## src/rtl/egress_scheduler.sv

```systemverilog
// ---------------------------------------------------------------------------
// egress_scheduler
//   Round-robin scheduler for one egress port of the packet filter switch.
//   Each ingress lane's destination calculator emits a one-cycle dest pulse.
//   Pulses that target this egress are latched as pending requests. One lane
//   at a time is granted, and its beat stream is muxed onto the egress port
//   with zero latency. The grant is held until tlast is accepted or until a
//   stall timeout expires.
//
// Ports
//   clk, reset             clock, synchronous active-low reset
//   req_valid/dest/drop    per-lane dest pulse (lane i dest at [2i+1:2i])
//   in_tdata/tvalid/tlast  per-lane ingress beat stream
//   in_tready              per-lane ready; only the granted lane can be high
//   out_tdata/tvalid/tlast egress beat stream, out_tready egress ready
//   grant_valid/grant_idx  current owner of the egress
//   overflow               sticky: a request hit a lane that was already pending
//   timeout                one-cycle pulse: a grant was aborted by stall timeout
// ---------------------------------------------------------------------------
module egress_scheduler #(
    parameter int         NUM_INGRESS = 4,
    parameter int         DATA_W      = 16,
    parameter logic [1:0] EGRESS_ID   = 2'd0,
    parameter int         TIMEOUT     = 255
) (
    input  logic                          clk,
    input  logic                          reset,
    input  logic [NUM_INGRESS-1:0]        req_valid,
    input  logic [2*NUM_INGRESS-1:0]      req_dest,
    input  logic [NUM_INGRESS-1:0]        req_drop,
    input  logic [DATA_W*NUM_INGRESS-1:0] in_tdata,
    input  logic [NUM_INGRESS-1:0]        in_tvalid,
    input  logic [NUM_INGRESS-1:0]        in_tlast,
    output logic [NUM_INGRESS-1:0]        in_tready,
    output logic [DATA_W-1:0]             out_tdata,
    output logic                          out_tvalid,
    output logic                          out_tlast,
    input  logic                          out_tready,
    output logic                          grant_valid,
    output logic [$clog2(NUM_INGRESS)-1:0] grant_idx,
    output logic                          overflow,
    output logic                          timeout
);

    localparam int IW = $clog2(NUM_INGRESS);
    // With the timeout disabled the counter is unused, but keep it 1 bit wide.
    localparam int SW = (TIMEOUT > 0) ? $clog2(TIMEOUT + 1) : 1;

    typedef enum logic {IDLE, BUSY} state_t;

    state_t                 state;
    logic [NUM_INGRESS-1:0] pending;
    logic [IW-1:0]          last_ptr;
    logic [SW-1:0]          stall_cnt;

    logic [NUM_INGRESS-1:0] hit;
    logic [NUM_INGRESS-1:0] grant_clear;
    logic [IW-1:0]          pick;
    logic [IW-1:0]          cand;
    logic                   pick_found;
    logic                   overflow_set;
    logic                   accept;
    logic                   stall_abort;

    // Request capture and round-robin pick.
    // NOTE: every signal written in always_comb gets a default first, so no
    // path through the block can leave it unassigned and infer a latch.
    always_comb begin
        hit         = '0;
        grant_clear = '0;
        pick        = '0;
        cand        = '0;
        pick_found  = 1'b0;

        for (int i = 0; i < NUM_INGRESS; i++) begin
            hit[i] = req_valid[i] & ~req_drop[i] & (req_dest[2*i +: 2] == EGRESS_ID);
        end

        // Search starts one past the last served lane, so the lane just served
        // has the lowest priority. Wraps modulo NUM_INGRESS (any count legal).
        for (int k = 1; k <= NUM_INGRESS; k++) begin
            cand = IW'((int'(last_ptr) + k) % NUM_INGRESS);
            if (!pick_found && pending[cand]) begin
                pick       = cand;
                pick_found = 1'b1;
            end
        end

        for (int i = 0; i < NUM_INGRESS; i++) begin
            grant_clear[i] = (state == IDLE) && pick_found && (pick == IW'(i));
        end
    end

    // A lane being granted this cycle may take a new hit without overflowing:
    // the new packet simply queues behind the one being granted.
    assign overflow_set = |(hit & pending & ~grant_clear);

    // Zero-latency data path: only the granted lane is visible while BUSY.
    always_comb begin
        out_tdata  = '0;
        out_tvalid = 1'b0;
        out_tlast  = 1'b0;
        in_tready  = '0;
        if (state == BUSY) begin
            for (int i = 0; i < NUM_INGRESS; i++) begin
                if (grant_idx == IW'(i)) begin
                    out_tdata    = in_tdata[DATA_W*i +: DATA_W];
                    out_tvalid   = in_tvalid[i];
                    out_tlast    = in_tlast[i];
                    in_tready[i] = out_tready;
                end
            end
        end
    end

    assign accept      = out_tvalid & out_tready;
    assign stall_abort = (TIMEOUT != 0) && (state == BUSY) && !accept &&
                         (stall_cnt == SW'(TIMEOUT - 1));

    // NOTE: sequential state uses non-blocking assignments only, so every
    // register samples the pre-edge value of every other register.
    always_ff @(posedge clk) begin
        if (!reset) begin
            state       <= IDLE;
            pending     <= '0;
            grant_valid <= 1'b0;
            grant_idx   <= '0;
            last_ptr    <= IW'(NUM_INGRESS - 1);
            overflow    <= 1'b0;
            timeout     <= 1'b0;
            stall_cnt   <= '0;
        end else begin
            pending <= (pending & ~grant_clear) | hit;
            timeout <= 1'b0;
            if (overflow_set) begin
                overflow <= 1'b1;
            end

            case (state)
                IDLE: begin
                    stall_cnt <= '0;
                    if (pick_found) begin
                        state       <= BUSY;
                        grant_valid <= 1'b1;
                        grant_idx   <= pick;
                    end
                end
                BUSY: begin
                    if (accept) begin
                        stall_cnt <= '0;
                    end else if (stall_cnt != '1) begin
                        stall_cnt <= stall_cnt + 1'b1;
                    end

                    // Release always passes through IDLE for at least one cycle.
                    if ((accept && out_tlast) || stall_abort) begin
                        state       <= IDLE;
                        grant_valid <= 1'b0;
                        last_ptr    <= grant_idx;
                        timeout     <= stall_abort;
                    end
                end
                default: state <= IDLE;
            endcase
        end
    end

endmodule

```

## config.mk

```make
export PLATFORM = sky130hd
export DESIGN_NAME = egress_scheduler
export DESIGN_NICKNAME = d
export VERILOG_FILES = /design/src/rtl/egress_scheduler.sv
export SDC_FILE = /design/constraint.sdc
export NUM_CORES = 1
export LEC_CHECK = 0
export CORE_UTILIZATION = 35
export DETAILED_ROUTE_END_ITERATION = 8
export PLACE_DENSITY_LB_ADDON = 0.1
export SYNTH_ARGS = -nofsm -noshare
export SYNTH_HDL_FRONTEND = slang
export SYNTH_SLANG_ARGS = --single-unit
```

## constraint.sdc

```tcl
create_clock -name clk -period 2.1 [get_ports clk]
set_input_delay 0.21 -clock clk [delete_from_list [all_inputs] [get_ports clk]]
set_output_delay 0.21 -clock clk [all_outputs]
set_load 0.01 [all_outputs]
```

Yosys cells after proc, flatten, opt, wreduce, memory -nomap -nowiden:

Cells that the tools add are included.

* register bits: 20
* word-level logic and storage cells: 119

* $add $sub $neg: 5
* order comparisons: 4
* equal/unequal tests: 11
* multiplexer cells: 45
* bitwise operators: 19
* reductions and logical operators: 27

Operators with widths (number)
* 2-to-1 mux 16 bit: 5
* 2-to-1 mux 1 bit: 26
* 2-to-1 mux 8 bit: 2
* case mux 8 bit (2 select lines): 1
* bitwise AND 4 bit: 3
* zero test 2 bit: 6
* less-than comparator 2 x 3 -> 1 bit, second input constant: 4
* logical AND 1 bit: 11
* bitwise AND 1 bit: 9
* adder 8 x 1 -> 8 bit, second input constant: 1
* binary-select mux 1 bit (select 2 bit): 4
* == test 2 bit, second input constant: 4
* == test 8 bit, second input constant: 1
* 2-to-1 mux 2 bit: 4
* inequality test 8 bit, second input constant: 1
* AND reduction 2 bit: 3
* inverter 1 bit: 5
* adder 2 x 1 -> 2 bit, second input constant: 2
* adder 2 bit, second input constant: 2
* == test 2 x 1 -> 1 bit, second input constant: 2
* zero test 1 bit: 4
* 2-to-1 mux 4 bit: 1
* inverter 4 bit: 1
* OR 4 bit: 1
* other kinds (7): 8

Logic depth before layout (Yosys ltp):

* depth in word-level cells: 18
* gate-level depth with buffers: 7

Worst setup path after synthesis:

No wires, ideal clock.

* kind: reg-to-reg
* from: reg grant_idx[0]
* to: reg last_ptr[0]
* setup time: 129 ps
* arrival time: 1718 ps
* data required time: 1971 ps
* setup slack: 254 ps
* stages on the path, launching flop included: 7
* path buffers: 1
* period minus slack after synthesis: 1846 ps
* cells stage by stage: dfxtp_1 buf_6 mux4_2 a2111oi_4 o21ai_2 mux2i_1 nand2_1

* word-level cells in the longest chain between the ends: 12

RTL lines
* start, declared: line 40 `output logic [$clog2(NUM_INGRESS)-1:0] grant_idx,`
* start signal, assigned: line 145 `grant_idx <= pick;`
* zero test 2 bit: line 106 `if (grant_idx == IW'(i)) begin`
* 2-to-1 mux 1 bit (4 in series): line 106
* 2-to-1 mux 1 bit: line 104 `if (state == BUSY) begin`
* bitwise AND 1 bit: line 116 `assign accept = out_tvalid & out_tready;`
* zero test 1 bit: line 117 `assign stall_abort = (TIMEOUT != 0) && (state == BUSY) && !accept &&`
* logical AND 1 bit (2 in series): line 117
* logical OR 1 bit: line 156 `if ((accept && out_tlast) || stall_abort) begin`
* AND reduction 2 bit (no source line)
* end signal, assigned: line 128 `last_ptr <= IW'(NUM_INGRESS - 1);`
* end signal, assigned: line 159 `last_ptr <= grant_idx;`
* end, declared: line 53 `logic [IW-1:0] last_ptr;`

Parallel ways exist; a longest one is shown, timed or not.
A chain may end at the register's enable or synchronous reset.

Worst setup path after layout:

* from: reg grant_idx[0]
* to: out out_tdata[10]

* word-level cells in the longest chain between the ends: 6

RTL lines
* zero test 2 bit: line 106
* 2-to-1 mux 16 bit (3 in series): line 106
* 2-to-1 mux 16 bit *: line 106
* 2-to-1 mux 16 bit *: line 104
* end, declared: line 35 `output logic [DATA_W-1:0] out_tdata,`

Mark *: on every way between the ends. The rest lies on a longest branch, timed or not.

==> qor.csv <==
metric,value,unit
min_from,grant_valid$_SDFFE_PN0P_,
hold_depth,2,
die_h,69.7,um
clock_sinks,20,
dieArea,0.00486,mm2
async_flop_share,0,
final.setup_skew,6.07,ps
synth_cell_types,41,
rsz0062_at_grt,true,
max_slew_margin,0.678,
core-area,0.00438,mm2
synth_enable_flop_cells,0,
setup_violations,0,
slew_violations,0,
swShare,0.236,
synthFlopType,dfxtp_1,
hpwlAfterDp,4.32,mm
place_area,0.00287,mm2
crit_type,flop to primary output,
via_per_inst,5.18,
grt_max_degree,23,
seqPwrFrac,0.320,
cp_slowest_cell,mux4_2,
syn_area_per_cell,9.44,um2
layout_setup_ws,65.8,ps
drtPass1Iterations,4,
reg2reg_setup_slack,130,ps
crit_arrival,1820,ps
synth.cell_area,0.00161,mm2
synth_most_common_cell,dfxtp_1,
p_per_area,432,mW/mm2
post-place-ws,57.2,ps
grt_pass1_vias,1760,
cts_tree,built,
yosys-top-cells-area,"mux4_2, dfxtp_1, and2_1",
hp-class,flop to flop,
crit_required,1890,ps
finalSetupTns,0,ps
gr-total-overflow,0,
fp.dieW,69.7,um
cp_max_fo,7,
dr_total_vias,1803,
fin_crit_sh,0.969,
ctsHtreeMaxLevel,1,
hold_viol,0,
min_to,grant_valid$_SDFFE_PN0P_,
place_inst,337,
p_clk_frac,0.294,
r2r_cells,7,
endpoint_kind,primary output,
io_pins,118,
start_kind,flop,
track_usage,0.222,
synth_cells,170,
num_rows,24,
min_period,2030,ps
initialDrtViolationCount,96,
start_util,0.366,
ir_worst_vdd,0.000521,V
numPortBuffers,117,
diodes,0,
drcViolationCount,0,
timing.rr.end,last_ptr[0]$_SDFFE_PN1P_,
outcome,finished clean,
ys_top_cells_by_count,"dfxtp_1, and2_1, nor2_1",
synth_top_area_frac,0.253,
leakage,1.15,nW
finalInstanceArea,0.00300,mm2
whs,499,ps
cap_violations,0,
nFillCells,370,
finalWirelength,5.34,mm
grt_pass1_wl,8.77,mm
tightest_slew,480,ps
layout.cells.non_filler,348,
synth_nets,263,
drive_above_1_share,0.142,
fin_nets,390,
antenna_found_initial,0,
cts_made_buffers,3,
clk_pin_slew,70,ps
area_growth,86.7,%
insertion_delay,260,ps
ant_nets,0,
switchingPower,0.305,mW
ctsHoldBuffers,0,
seq_area_frac_synth,0.249,
p_comb_frac,0.386,
crit_path_max_incr_delay,490,ps
clk_path_buf_depth,2,
cts_root_buf,clkbuf_8,
gp_congestion,0.822,
max_freq,0.492,GHz
routedWlPerCell,15.3,um
yosysWarnings,0,
p_int,0.989,mW
path_cells,buf_12 -> buf_4 -> mux4_2 -> and2_1 -> dlygate4sd2_1,
ys_seq_elements,20,
yosysTopAreaCell,mux4_2,
timing.rr.start,grant_idx[0]$_SDFFE_PN0P_,
-- registers in the layout (all words and copies together) (netlist names) --
name,flops
stall_cnt,8
overflow,1
pending,4
grant_idx,2
state,1
grant_valid,1
timeout,1
last_ptr,2
-- critical path: cells and delay by family (launching register included) --
| kind | cells | cell delay [ps] |
|---|---|---|
| buffers and inverters | 3 | 530 |
| flip-flops | 1 | 380 |
| multiplexers | 1 | 490 |
| AND/OR/NAND/NOR | 1 | 160 |
-- cells in the final DEF, fill, tap and decap left out, types with 2 or more instances in the layout --
cell type        netlist  layout
a21o_1                 2       2
a311oi_1               3       3
and2_1                19      19
and3_1                 3       3
buf_12                 0       3
buf_4                  0      10
clkbuf_8               0       3
clkdlybuf4s50_1        0      99
dfxtp_1               20      18
dlygate4sd2_1          0      18
ha_1                   2       2
inv_1                  6       6
mux4_2                18      18
nand2_1               15      15
nand2b_1               2       2
nand3_1                5       5
nor2_1                19      19
nor2b_1                3       3
nor3_1                 6       6
nor4_1                 2       2
nor4b_1                3       3
o21a_1                 5       5
o21ai_0                5       5
xnor2_1                5       5
-- worst max path at each step --
stage                                    from  depth (start not counted)  slack, ps                        to
finish              grant_idx[0]$_SDFFE_PN0P_                          5         70             out_tdata[10]
global route        grant_idx[0]$_SDFFE_PN0P_                          7         -6  last_ptr[0]$_SDFFE_PN1P_
CTS                 grant_idx[0]$_SDFFE_PN0P_                          5         30              out_tdata[6]
detailed placement  grant_idx[0]$_SDFFE_PN0P_                          4         60                out_tvalid
global placement    grant_idx[0]$_SDFFE_PN0P_                          4         70                out_tvalid
floorplan           grant_idx[0]$_SDFFE_PN0P_                          6        250  last_ptr[0]$_SDFFE_PN1P_
-- power by group through the flow --
stage	Combinational [mW]	Clock (mW)	Sequential [mW]
4_1_cts	0.482	0.389	0.413
6_report	0.499	0.381	0.414
2_1_floorplan	0.218	0	0.413
3_3_place_gp	0.484	0	0.421
3_5_place_dp	0.492	0	0.420
5_1_grt	0.537	0.408	0.418
-- metrics by stage --
step	util	total power, mW
2_1_floorplan	-	0.630
3_3_place_gp	0.656	0.905
3_5_place_dp	0.656	0.912
4_1_cts	0.672	1.28
5_1_grt	0.684	1.36
6_report	0.684	1.29
-- cell type report --
cell class                 count  area [um2]  share of cell area
tap                           52        65.1              0.0217
sequential                    20         405               0.135
clock inverter                 1        30.0              0.0100
inverter                       6        22.5             0.00752
clock buffer                   3        41.3              0.0138
timing repair buffer         131        1290               0.432
multi-input combinational    135        1140               0.380
-- cells by family after synthesis --
group,after synthesis,share of synthesized area
buf+inv,15,0.0421
simple gates,82,0.268
mux,19,0.259
compound gates,27,0.139
flops,20,0.249
xor+xnor,5,0.0273
fa+ha+maj,2,0.0156
-- timing repair --
action / in CTS / in global routing
gates resized for setup: 21 / 1
pin swaps: 0 / 0
setup buffers: 2 / 5
setup endpoints to repair: 18 / 3
-- metal layers --
layer,up-vias,GRT usage,wire [um]
met2,61,0.421,2890
met4,0,0.0378,68
li1,886,-,-
met5,-,0,0
met3,6,0.0262,248
met1,850,0.270,2130
No activity file was read; power rests on OpenSTA's default activity.
